## src/rtl/if_fetch_unit_if.sv

```systemverilog
// ---------------------------------------------------------------------------
// if_fetch_unit_if
//   Instruction-memory request bus between the fetch stage and the
//   instruction memory.
//
//   imem_req    fetch unit -> memory   a fetch request is outstanding
//   imem_addr   fetch unit -> memory   byte address of the requested word
//   imem_ready  memory -> fetch unit   pending request completes this cycle
//   imem_rdata  memory -> fetch unit   instruction word, valid with imem_ready
//
//   master: the fetch unit side; slave: the memory side.
// ---------------------------------------------------------------------------
interface if_fetch_unit_if;
    logic        imem_req;
    logic [31:0] imem_addr;
    logic        imem_ready;
    logic [31:0] imem_rdata;

    modport master (
        output imem_req,
        output imem_addr,
        input  imem_ready,
        input  imem_rdata
    );

    modport slave (
        input  imem_req,
        input  imem_addr,
        output imem_ready,
        output imem_rdata
    );
endinterface

```

## src/rtl/if_fetch_unit.sv

```systemverilog
// ---------------------------------------------------------------------------
// if_fetch_unit
//   Instruction fetch stage of a 5-stage MIPS pipeline. Owns the program
//   counter, fetches words from a variable-latency instruction memory and
//   hands each word with its PC+4 to the IF/ID register. Drives a NOP
//   (Instruction = 0, PC = 0, fetch_valid = 0) in any cycle with nothing to
//   deliver.
//
//   Parameters
//     RESET_PC        PC loaded on reset (word aligned)
//   Ports
//     clk             pipeline clock, rising edge
//     rst             asynchronous active-high reset
//     freeze          hazard stall: no delivery this cycle
//     branch_taken    EXE-stage redirect pulse
//     branch_address  redirect target, bits [1:0] ignored
//     imem            instruction-memory bus (master side)
//     PC              PC+4 of the delivered instruction, else 0
//     Instruction     delivered instruction, else 0
//     fetch_valid     a real instruction is delivered this cycle
// ---------------------------------------------------------------------------
module if_fetch_unit #(
    parameter logic [31:0] RESET_PC = 32'h0000_0000
) (
    input  logic                   clk,
    input  logic                   rst,
    input  logic                   freeze,
    input  logic                   branch_taken,
    input  logic [31:0]            branch_address,
    if_fetch_unit_if.master        imem,
    output logic [31:0]            PC,
    output logic [31:0]            Instruction,
    output logic                   fetch_valid
);

    typedef enum logic [1:0] {
        StIdle,
        StFetch,
        StHold,
        StDrain
    } state_e;

    state_e      state_q, state_d;
    logic [31:0] pc_q, pc_d;
    logic [31:0] drain_addr_q, drain_addr_d;
    logic [31:0] inst_buf_q, inst_buf_d;

    logic [31:0] branch_target;
    logic [31:0] pc_plus4;

    // Masking keeps every target word aligned without leaving bits unused.
    assign branch_target = branch_address & ~32'h3;
    // Wraps naturally modulo 2^32.
    assign pc_plus4      = pc_q + 32'd4;

    always_ff @(posedge clk or posedge rst) begin
        if (rst) begin
            state_q      <= StIdle;
            pc_q         <= RESET_PC & ~32'h3;
            drain_addr_q <= 32'h0;
            inst_buf_q   <= 32'h0;
        end else begin
            state_q      <= state_d;
            pc_q         <= pc_d;
            drain_addr_q <= drain_addr_d;
            inst_buf_q   <= inst_buf_d;
        end
    end

    always_comb begin
        state_d        = state_q;
        pc_d           = pc_q;
        drain_addr_d   = drain_addr_q;
        inst_buf_d     = inst_buf_q;
        imem.imem_req  = 1'b0;
        imem.imem_addr = 32'h0;
        PC             = 32'h0;
        Instruction    = 32'h0;
        fetch_valid    = 1'b0;

        case (state_q)
            StIdle: begin
                state_d = StFetch;
                if (branch_taken) begin
                    pc_d = branch_target;
                end
            end

            StFetch: begin
                imem.imem_req  = 1'b1;
                imem.imem_addr = pc_q;
                if (branch_taken) begin
                    pc_d = branch_target;
                    // An unfinished request cannot be withdrawn; remember its
                    // address so it can be held stable until the memory answers.
                    if (!imem.imem_ready) begin
                        drain_addr_d = pc_q;
                        state_d      = StDrain;
                    end
                end else if (imem.imem_ready && !freeze) begin
                    fetch_valid = 1'b1;
                    PC          = pc_plus4;
                    Instruction = imem.imem_rdata;
                    pc_d        = pc_plus4;
                end else if (imem.imem_ready) begin
                    inst_buf_d = imem.imem_rdata;
                    state_d    = StHold;
                end
            end

            StHold: begin
                if (branch_taken) begin
                    inst_buf_d = 32'h0;
                    pc_d       = branch_target;
                    state_d    = StFetch;
                end else if (!freeze) begin
                    fetch_valid = 1'b1;
                    PC          = pc_plus4;
                    Instruction = inst_buf_q;
                    pc_d        = pc_plus4;
                    state_d     = StFetch;
                end
            end

            StDrain: begin
                imem.imem_req  = 1'b1;
                imem.imem_addr = drain_addr_q;
                if (branch_taken) begin
                    pc_d = branch_target;
                end
                if (imem.imem_ready) begin
                    state_d = StFetch;
                end
            end

            default: begin
                state_d = StIdle;
            end
        endcase
    end

endmodule

```

## src/flat_wrapper.sv

```systemverilog
// flat-port wrapper written by rule: the top's interface ports become plain ports
module if_fetch_unit_flat 
#(
    parameter logic [31:0] RESET_PC = 32'h0000_0000
)
  (clk, rst, freeze, branch_taken, branch_address, PC, Instruction, fetch_valid, imem_imem_req, imem_imem_addr, imem_imem_ready, imem_imem_rdata);
  if_fetch_unit_if imem_i ();
  input  logic clk;
  input  logic rst;
  input  logic freeze;
  input  logic branch_taken;
  input  logic [31:0] branch_address;
  output logic [31:0] PC;
  output logic [31:0] Instruction;
  output logic fetch_valid;
  output wire logic [$bits(imem_i.imem_req)-1:0] imem_imem_req;
  output wire logic [$bits(imem_i.imem_addr)-1:0] imem_imem_addr;
  input wire logic [$bits(imem_i.imem_ready)-1:0] imem_imem_ready;
  input wire logic [$bits(imem_i.imem_rdata)-1:0] imem_imem_rdata;
  assign imem_imem_req = imem_i.imem_req;
  assign imem_imem_addr = imem_i.imem_addr;
  assign imem_i.imem_ready = imem_imem_ready;
  assign imem_i.imem_rdata = imem_imem_rdata;
  if_fetch_unit #(.RESET_PC(RESET_PC)) u_core (.clk(clk), .rst(rst), .freeze(freeze), .branch_taken(branch_taken), .branch_address(branch_address), .imem(imem_i), .PC(PC), .Instruction(Instruction), .fetch_valid(fetch_valid));
endmodule
```

## config.mk

```make
export PLATFORM = sky130hd
export DESIGN_NAME = if_fetch_unit_flat
export DESIGN_NICKNAME = d
export VERILOG_FILES = /design/src/rtl/if_fetch_unit_if.sv /design/src/rtl/if_fetch_unit.sv /design/src/flat_wrapper.sv
export SDC_FILE = /design/constraint.sdc
export NUM_CORES = 1
export LEC_CHECK = 0
export BUFFER_PORTS_ARGS = -buffer_cell sky130_fd_sc_hd__buf_2
export CORE_MARGIN = 2
export CORE_UTILIZATION = 46
export CTS_BUF_LIST = sky130_fd_sc_hd__clkbuf_8
export DETAILED_ROUTE_END_ITERATION = 8
export GPL_TIMING_DRIVEN = 0
export PLACE_DENSITY = 0.75
export SYNTH_ARGS = -nofsm -noshare
export SYNTH_HDL_FRONTEND = slang
export SYNTH_SLANG_ARGS = --single-unit
```

## constraint.sdc

```tcl
create_clock -name clk -period 3.6 [get_ports clk]
set_input_delay 1.08 -clock clk [delete_from_list [all_inputs] [get_ports clk]]
set_output_delay 1.08 -clock clk [all_outputs]
set_load 0.1 [all_outputs]
```

==> results of run 1 <==
[state kept, by name, indices dropped and copies added, names as in the netlist]
name and count:
u_core.inst_buf_q 32, u_core.drain_addr_q 30, u_core.state_q 2, u_core.pc_q 30
[how the worst max path moves through the flow]
stage / endpoint / slack, ns / cells after the start
after global routing: PC[17] / -0.06 / 9
final: PC[3] / 0.003 / 10
after detailed placement: PC[15] / -0.37 / 9
after CTS: PC[4] / -0.002 / 9
after global placement: u_core.drain_addr_q[25] / -1.10 / 2
after floorplan: PC[3] / -0.17 / 8
[repair_timing]
action | in CTS | in global routing
endpoints found under the setup margin | 61 | 89
cloned | 1 | 0
gates resized for setup | 168 | 64
setup buffers | 13 | 13
pin swaps | 5 | 11
[cell usage after synthesis, types with 4 or more instances]
library cell / instances / share of area (%)
nand3b_1: 34 / 4.4
dfrtp_1: 94 / 40
clkbuf_1: 41 / 2.6
nor3_1: 9 / 0.78
nand2_1: 105 / 6.8
buf_4: 6 / 0.78
nor2_1: 74 / 4.8
or4_1: 5 / 0.65
o21ai_0: 22 / 1.9
buf_2: 5 / 0.43
or2_2: 4 / 0.43
mux2_2: 27 / 5.2
buf_6: 8 / 1.6
nand4_1: 15 / 1.6
xnor2_1: 16 / 2.4
o22ai_1: 6 / 0.65
xor2_1: 27 / 4.1
a22o_1: 29 / 4.4
ha_1: 4 / 0.86
a21oi_1: 8 / 0.69
a22oi_1: 38 / 4.9
nand3_1: 27 / 2.3
inv_1: 9 / 0.58
[cells in the final DEF, fill, tap and decap left out, drive strengths merged, types with 5 or more instances in the layout]
master,netlist,routed
a21oi,8,8
a22o,30,30
a22oi,38,38
buf,22,210
clkbuf,46,49
clkinv,0,5
dfrtp,94,94
inv,9,8
mux2,27,27
nand2,105,105
nand3,27,27
nand3b,34,34
nand4,17,17
nor2,74,74
nor3,9,9
o21ai,23,23
o22ai,6,6
or4,5,5
xnor2,16,16
xor2,27,27
[per-layer routing]
layer  wire length [um]  part of all wire [%]  vias to the layer above
li1                   -                     -                     2678
met1               7270                    38                     2810
met2               9630                    51                      313
met3               1500                   7.9                       50
met4                661                   3.5                        0
met5                  0                     0                        -
[power by group]
part           total [mW]  internal (mW)  switching, mW  leakage [nW]
combinational        5.34           1.40           3.94          2.47
clock               0.783          0.388          0.395         0.113
sequential           1.82           1.49          0.336          1.15
total                7.95           3.28           4.67          3.74
[cells by family after synthesis]
kind of cell / Yosys count / share of synthesized area [%]
DFF: 94 / 40.5
other: 1 / 0.0646
muxes: 27 / 5.23
adders and majority gates: 4 / 0.862
buffers and inverters: 79 / 7.41
xor gates and xnor gates: 43 / 6.48
and+or+nand+nor: 291 / 24.8
AOI/OAI and AO/OA: 119 / 14.7
[worst max-delay path, stage by stage]
cell and delay, ns:
buf_8 0.10, nor2b_4 0.10, and3b_1 0.18, clkbuf_8 0.15, nor2_4 0.03, or2_4 0.31
buf_12 0.17, clkinvlp_4 0.07, and2_4 0.14, buf_12 0.16
[layout make-up]
class                           count  area [um2]
Buffer                             63         465
Fill cell                         965        3920
Clock buffer                        9         124
Clock inverter                      7        88.8
Timing Repair Buffer              188        1670
Sequential cell                    94        2360
Inverter                            9        40.0
Multi-Input combinational cell    488        3590
Tap cell                          172         215
[through the flow]
| step | setup WS (ns) | cells | hold WS [ns] |
|---|---|---|---|
| 2_1_floorplan | -0.172 | 661 | 0.439 |
| 3_3_place_gp | -1.10 | 993 | 0.450 |
| 3_5_place_dp | -0.374 | 994 | 0.459 |
| 4_1_cts | -0.00221 | 1023 | 0.484 |
| 5_1_grt | -0.0578 | 1030 | 0.509 |
| 6_report | 0.00281 | 1030 | 0.477 |
==> impl_results.md, run 1 <==
* Status: finished, final reports clean
* CTS H-tree depth at 3
* Vias per inst at 5.68
* Final Core Density at 68.6%
* Tot Pwr at 7.95 mW
* Reg2reg path depth at 8
* DRC at 0
* Initial core utilization at 46.6%
* Crit path max fanout at 6
* Design area at 8550 um2
* Count of final setup violators at 0
* First-pass GRT wire length at 29,600 um
* Reg2Reg Setup Slack at 1.03 ns
* Cell count of the worst hold path at 2
* I/O Buffers at 160
* Core Rows at 41
* Placed inst area at 7370 um2
* Starting DRT DRC Count at 552
* CTS Sinks at 94
* Met1 Use GR at 34.0%
* FFs w/ async S/R, synth at 100%
* Antenna violations before repair at 0
* Total negative slack at 0 ns
* Hold Path Class: flip-flop to flip-flop
* Largest net degree at the start of global routing at 72
* GRT Resource Usage Total at 28.2%
* Worst-path clk slew at 0.08 ns
* Post-synth cell types at 52
* Ys Warns at 0
* Synth Instances at 658
* Buffer depth of the longest clock path at 2
* Vias at 5,851
* Yosys reg bits at 94
* Final slew viol count at 0
* Critical Path End Type: output pin
* Crit Reg-Reg Endpoint: u_core.pc_q[27]
* Sequential fraction of the synthesis area at 40.5%
* Crit Path Class: input pin to output pin
* Leakage at 3.74 nW
* Routed len/inst at 18.5 um
* TritonCTS clock tree: yes
* Final wirelength at 19,100 um
* Layout Nets at 926
* GPL Wtd Cong at 0.940
* Io pins at 167
* Syn_area_per_cell at 8.83 um2
* RSZ-0062 raised after global routing: yes
* Most Used Layer, Global Route: met2
* Critical Path Source Type: input pin
* Crit Reg-Reg Startpoint: u_core.state_q[0]
* Hold path start: u_core.inst_buf_q[11]
* Clk_skew at 0.0142 ns
* Hold Path End: u_core.inst_buf_q[11]
* Post-route ant nets at 0
* Layout cells sized above 1 at 42.1%
* Core area at 12,500 um2
* Final hold viol count at 0
* Number of hold buffers added after cts at 0
* Slew margin rel. at 54.5%
* Crit path launch: branch_taken
* Post-route minimum period at 3.60 ns
* Die height at 116 um
* Clock Root Buffer: clkbuf_8
* Die X at 116 um
* Layout area overhead at 47.2%
* WP data required at 2.52 ns
* Global route overflow at 0
* Ant diodes at 0
* Clock Latency Late Sink at 0.39 ns
* Met3 Resource Use GR at 5.76%
* Routing usage on met2 at 48.8%
* PwrDens at 929 nW/um2
* WP data arrival at 2.52 ns
* Cell Area, Synth at 5810 um2
* EDFF count, synth at 0
* Worst-Margin Slew at 0.683 ns
* Ys flop type: dfrtp_1
* Max-cap violations at 0
* Total CTS buffers at 9
* Final HPWL from detailed placement at 12,900 um
* Vias in the first global route at 5,919
* Peak supply drop at 0.546 mV
* Period utilisation layout at 99.9%
* Die ar. at 13,500 um2
* DRT Pass-1 Iters at 5
* Fmax achieved at 278 MHz
Note: power is estimated with default switching activity, not from simulation.
==> inputs of run 2 (changes only) <==
REMOVE_ABC_BUFFERS = 1   (was default)
==> run 2 against run 1 <==
  * Clock power decreased by 5.5%
  * Worst hold slack got worse by 0.0034 ns
  * Combinational power decreased by 11%
  * Register-to-register slack got worse by 0.10 ns
  * Fmax increased by 0.44%
  * Critical endpoint is now PC[19]
  * Largest power group unchanged
==> impl_results.md, run 2 (same netlist as run 1, synthesis figures left out) <==
* Status: finished, final reports clean
* Final hold viol count at 0 (unchanged)
* Die height at 116 um (unchanged)
* Max incr delay on CP at 0.33 ns (+0.02 ns)
* Area of the multi-input gates at 3210 um2 (-11%)
* Final slew viol count at 0 (unchanged)
* Vias in the first global route at 5,178 (-13%)
* DRC at 0 (unchanged)
* Core Rows at 41 (unchanged)
* Cells along the critical path: buf_16 > nor2b_4 > and3b_4 > nor2_2 > or2_4 > buf_6 > nor2_4 > buf_12
* Io pins at 167 (unchanged)
* Critical Path End Type: output pin
* Antenna violations before repair at 0 (unchanged)
* Die X at 116 um (unchanged)
* Biggest registers after layout: u_core.inst_buf_q x32, u_core.drain_addr_q x30, u_core.pc_q x30
* CTS H-tree depth at 3 (unchanged)
* DRT Pass-1 Iters at 6 (+1)
* GPL Wtd Cong at 0.838 (-11%)
* Routed len/inst at 17.5 um (-5.4%)
* Layout area overhead at 29.1%
* Total CTS buffers at 9 (unchanged)
* I/O Buffers at 160 (unchanged)
* Vias per inst at 5.57 (-1.9%)
* Placed inst area at 6570 um2 (-11%)
* Largest reg by FF count: u_core.inst_buf_q
* CTS Sinks at 94 (unchanged)
* Fmax achieved at 279 MHz (+0.44%)
* Clk_skew at 0.0153 ns (+0.00103 ns)
* Count of final setup violators at 0 (unchanged)
* Design area at 7500 um2 (-12%)
* Crit path max fanout at 24 (+18)
* Commonest non-fill, non-tap cell in the layout: nand2_1
* Final wirelength at 17,100 um (-10%)
* Peak supply drop at 0.420 mV (-23%)
* Critical Path Source Type: input pin
* Max-cap violations at 0 (unchanged)
* Final Core Density at 60.2% (-8.4 points)
* First-pass GRT wire length at 26,600 um (-10%)
* Layout Nets at 875 (-5.5%)
* Vias at 5,456 (-6.8%)
* Dpl cells at 931 (-6.3%)
* Global route overflow at 0 (unchanged)
* Final WS setup at 0.0186 ns (+0.0158 ns)
* Buffer depth of the longest clock path at 2 (unchanged)
* Flop pwr share at 25.6% (+2.6 points)
* Leakage at 3.46 nW (-7.3%)
* WP data required at 2.52 ns (about the same)
* Slowest CP cell: or2_4
* Crit Path Class: input pin to output pin
* Period utilisation layout at 99.5% (-0.44 points)
* Core area at 12,500 um2 (unchanged)
* Max reg flops at 32 (unchanged)
* PwrDens at 982 nW/um2 (+5.7%)
* Worst-Margin Slew at 1.11 ns (+0.424 ns)
* Setup WS pre-CTS at -1.74 ns (-1.36 ns)
* Die ar. at 13,500 um2 (unchanged)
* Slew margin rel. at 26.2% (-28 points)
* Clock Root Buffer: clkbuf_8
* Clock Latency Late Sink at 0.37 ns (-0.02 ns)
* Post-route minimum period at 3.58 ns (-0.0158 ns)
* CP delay by family, top: simple AND/OR/NAND/NOR gates
* WP data arrival at 2.50 ns (-0.02 ns)
* Fin cells at 979 (-5.0%)
* Seq. cell area at 2360 um2 (+0.21%)
* Worst-path clk slew at 0.09 ns (about the same)
* GRT Resource Usage Total at 25.4% (-2.9 points)
* Sw Share at 58.3% (-0.41 points)
* Most frequent cells in the layout: 105 x nand2_1, 97 x buf_2, 87 x dfrtp_1
* Hold Path Class: flip-flop to flip-flop
* Final HPWL from detailed placement at 10,000 um (-22%)
* Fill count at 1,099 (+14%)
* Internal at 3.07 mW (-6.3%)
* Layout cells sized above 1 at 35.6% (-6.5 points)
* Initial core utilization at 46.6% (unchanged)
* Psw at 4.30 mW (-7.9%)
* Clk pwr share at 10.0% (about the same)
* WP buf/inv at 3 (-2)
* Ant diodes at 0 (unchanged)
* Tot Pwr at 7.37 mW (-7.3%)
* TritonCTS clock tree: yes
* Combinational fraction of design power at 64.3% (-2.9 points)
* Largest net degree at the start of global routing at 65 (-9.7%)
* Starting DRT DRC Count at 430 (-22%)
* Post-route ant nets at 0 (unchanged)
* RSZ-0062 raised after global routing: yes
-- run 2: cell types whose count changed in the layout (fill, tap and decap cells not counted), moves of 4 or more --
cell,before,now
buf_6,38,26
dfrtp_1,91,87
nor2_4,59,1
nor2_2,2,7
buf_12,26,3
dfrtp_2,3,7
buf_4,36,52
clkbuf_8,14,10
buf_2,101,97
clkbuf_4,4,10
clkbuf_1,25,0
nor2_1,13,66
-- run 2: cell type report --
cell class | count | share of cell area (%)
well taps | 172 | 2.87
clock inverters | 6 | 0.917
flip-flops and latches | 94 | 31.5
repair buffers | 197 | 19.6
multi-input cells | 491 | 42.8
clock buffers | 10 | 1.83
inverters | 9 | 0.484
-- run 2: worst paths after layout --
kind	from	end	cells after the start	slack [ns]
min in group asynchronous	rst	u_core.inst_buf_q[24]	2	0.71
max in group asynchronous	rst	u_core.pc_q[2]	3	2.22
setup reg to reg	u_core.state_q[0]	u_core.pc_q[16]	7	0.93
setup / recovery	branch_taken	PC[19]	8	0.02
hold / removal	u_core.inst_buf_q[2]	u_core.inst_buf_q[2]	2	0.47
hold reg to reg	u_core.inst_buf_q[2]	u_core.inst_buf_q[2]	2	0.47
-- run 2: worst register-to-register path: cells and delay by family, from the launching register on --
kind	cells	cell delay [ns]
buffers and inverters	2	0.36
DFF	1	0.43
and+or+nand+nor	1	0.13
AOI/OAI and AO/OA	3	1.07
adders and majority gates	1	0.57
-- run 2: power groups by stage --
stage                     sequential, mW  combinational [mW]  clock [mW]
after floorplan                     1.79                3.60           0
after global placement              1.87                4.27           0
after detailed placement            1.88                4.37           0
after CTS                           1.86                4.66       0.756
after global routing                1.96                4.98       0.802
final                               1.89                4.74       0.740
-- run 2: stage by stage --
stage,hold slack (ns),setup TNS (ns)
global route,0.500,-0.0648
floorplan,0.439,-136.90
detailed placement,0.457,-87.64
finish,0.474,0
global placement,0.450,-352.97
CTS,0.478,0
-- run 2: repair_timing --
| action | CTS | global route |
|---|---|---|
| setup buffers | 23 | 5 |
| resized for setup | 100 | 41 |
| setup endpoints to repair | 94 | 30 |
| gates cloned | 4 | 0 |
| hold endpoints to repair | 0 | 0 |
| hold buffers | 0 | 0 |
| pin swaps | 6 | 4 |
-- run 2: metal layers --
layer | wire [um] | GRT usage, % | vias to the layer above
met4 | 450 | 8.41 | 0
met5 | 0 | 0 | -
met1 | 7050 | 32.0 | 2606
met3 | 1260 | 5.71 | 37
met2 | 8360 | 43.3 | 243
li1 | - | - | 2570
==> inputs of run 3 (changes only) <==
==> constraint.sdc (replaced) <==
create_clock -name clk -period 3.6 [get_ports clk]
set_input_delay 0.54 -clock clk [delete_from_list [all_inputs] [get_ports clk]]
set_output_delay 0.54 -clock clk [all_outputs]
set_load 0.1 [all_outputs]
==> run 3 against run 2 <==
  * Clock skew decreased by 0.0021 ns
  * Highest routed layer unchanged
  * Worst hold slack got worse by 0.31 ns
  * Die area unchanged
  * Critical path type is now flip-flop to output pin
==> impl_results.md, run 3 (same netlist as run 1, synthesis figures left out) <==
* Status: finished, final reports clean
* Peak supply drop at 0.421 mV (+0.14%)
* Crit path max fanout at 9 (-63%)
* Crit Path Class: flip-flop to output pin
* Sw Share at 58.8% (+0.45 points)
* Max-cap violations at 0 (unchanged)
* Vias per inst at 5.51 (-1.1%)
* Clk_skew at 0.0132 ns (-0.00207 ns)
* Number of hold buffers added after cts at 0 (unchanged)
* CTS Sinks at 94 (unchanged)
* Combinational fraction of design power at 62.9% (-1.4 points)
* RSZ-0062 raised after global routing: no
* Leakage at 3.31 nW (-4.5%)
* Critical Path End Type: output pin
* Io pins at 167 (unchanged)
* Ant diodes at 0 (unchanged)
* Fmax achieved at 293 MHz (+4.9%)
* WP data required at 3.06 ns (+0.54 ns)
* Largest reg by FF count: u_core.inst_buf_q
* Buffer depth of the longest clock path at 2 (unchanged)
* Final Core Density at 56.0% (-4.1 points)
* GRT Resource Usage Total at 22.8% (-2.6 points)
* Count of final setup violators at 0 (unchanged)
* Final WS setup at 0.185 ns (+0.166 ns)
* DRT Pass-1 Iters at 5 (-1)
* Largest net degree at the start of global routing at 65 (unchanged)
* Vias at 5,265 (-3.5%)
* Clock Latency Late Sink at 0.37 ns (about the same)
* Layout cells sized above 1 at 31.3% (-4.3 points)
* Total CTS buffers at 9 (unchanged)
* Initial core utilization at 46.6% (unchanged)
* Max reg flops at 32 (unchanged)
* Flop pwr share at 26.7% (+1.1 points)
* DRC at 0 (unchanged)
* Total negative slack at 0 ns (unchanged)
* Layout area overhead at 20.2%
* WP data arrival at 2.88 ns (+0.38 ns)
* Most Used Layer, Global Route: met2
* Antenna violations before repair at 0 (unchanged)
* Tot Pwr at 7.09 mW (-3.8%)
* Post-route ant nets at 0 (unchanged)
* I/O Buffers at 160 (unchanged)
* Final hold viol count at 0 (unchanged)
* Final slew viol count at 0 (unchanged)
* Layout Nets at 851 (-2.7%)
* Clock Root Buffer: clkbuf_8
* Post-route minimum period at 3.42 ns (-0.166 ns)
* Worst-path clk slew at 0.09 ns (about the same)
* Worst-Margin Slew at 1.11 ns (+0.00103 ns)
* Internal at 2.92 mW (-4.8%)
* Critical Path Source Type: flip-flop
* TritonCTS clock tree: yes
* Core area at 12,500 um2 (unchanged)
* Commonest non-fill, non-tap cell in the layout: buf_2
* Routing usage on met2 at 37.8% (-5.5 points)
* Die X at 116 um (unchanged)
* Hold Path Class: input pin to async pin
* Reg2reg path depth at 8 (+1)
* Met1 Use GR at 30.1% (-2.0 points)
* Final wirelength at 15,400 um (-10%)
* First-pass GRT wire length at 24,200 um (-8.9%)
* Final HPWL from detailed placement at 10,000 um (unchanged)
* Routed len/inst at 16.1 um (-8.0%)
* Die ar. at 13,500 um2 (unchanged)
* Most frequent cells in the layout: 130 x buf_2, 105 x nand2_1, 92 x dfrtp_1
* Starting DRT DRC Count at 453 (+5.3%)
* Core Rows at 41 (unchanged)
* Global route overflow at 0 (unchanged)
* Met3 Resource Use GR at 4.88% (-0.83 points)
* Period utilisation layout at 94.9% (-4.6 points)
* Reg2Reg Setup Slack at 0.99 ns (+0.06 ns)
* Die height at 116 um (unchanged)
* Vias in the first global route at 4,821 (-6.9%)
* Clk pwr share at 10.5% (+0.5 points)
* Psw at 4.17 mW (-3.0%)
* PwrDens at 1010 nW/um2 (+3.3%)
* Setup WS pre-CTS at -0.939 ns (+0.797 ns)
* Biggest registers after layout: u_core.inst_buf_q x32, u_core.drain_addr_q x30, u_core.pc_q x30
* CTS H-tree depth at 3 (unchanged)
* Slew margin rel. at 26.2% (-0.069 points)
* GPL Wtd Cong at 0.838 (unchanged)
==> run 3: cell types whose count changed in the layout (fill, tap and decap cells not counted), sizes merged <==
cell | previous run | this run
buf | 185 | 174
clkbuf | 21 | 11
or2 | 6 | 4
bufbuf | 1 | 0
==> run 3: per-layer routing <==
metal	up-vias	wire length (um)
met5	-	0
met4	0	264
met3	19	983
met2	205	7330
met1	2521	6800
li1	2520	-
==> run 3: timing repair <==
action                     in CTS  in global routing
setup endpoints to repair      63                 41
resized for setup              39                  6
pin swaps                       1                  2
gates cloned                    1                  0
hold endpoints to repair        0                  0
buffers inserted                3                  4
==> run 3: layout make-up <==
class | count | area (um2)
Fill cell | 1161 | 5480
Multi-Input combinational cell | 489 | 3120
Sequential cell | 94 | 2350
Timing Repair Buffer | 175 | 1050
Tap cell | 172 | 215
Clock buffer | 10 | 138
Clock inverter | 6 | 68.8
Inverter | 9 | 36.3
==> run 3: worst paths after layout <==
kind,startpoint,end
worst max-delay path,u_core.pc_q[4],PC[31]
worst min-delay path,rst,u_core.inst_buf_q[24]
worst max register to register,u_core.state_q[1],u_core.pc_q[16]
worst min register to register,u_core.inst_buf_q[27],u_core.inst_buf_q[27]
max in group asynchronous,rst,u_core.pc_q[2]
min in group clk,branch_address[12],u_core.pc_q[12]
==> run 3: critical path, cell delays in order (launching register included) <==
cell and delay [ns]:
dfrtp_1 0.56, nand4_4 0.20, nor4_4 0.67, nand4_4 0.20
or3_1 0.40, a21oi_1 0.16, buf_4 0.31
==> run 3: metrics by stage <==
| step | area (um2) | hold WS (ns) | instances |
|---|---|---|---|
| global route | 6990 | 0.196 | 955 |
| finish | 6990 | 0.163 | 955 |
| global placement | 6440 | 0.450 | 923 |
| CTS | 6930 | 0.174 | 951 |
| floorplan | 5420 | 0.439 | 591 |
| detailed placement | 6570 | 0.457 | 931 |
==> run 3: power by group through the flow <==
| stage | clock network, mW | registers, mW | logic [mW] |
|---|---|---|---|
| 6_report | 0.741 | 1.89 | 4.46 |
| 3_5_place_dp | 0 | 1.88 | 4.37 |
| 5_1_grt | 0.798 | 1.96 | 4.71 |
| 3_3_place_gp | 0 | 1.87 | 4.27 |
| 4_1_cts | 0.756 | 1.87 | 4.44 |
| 2_1_floorplan | 0 | 1.79 | 3.60 |
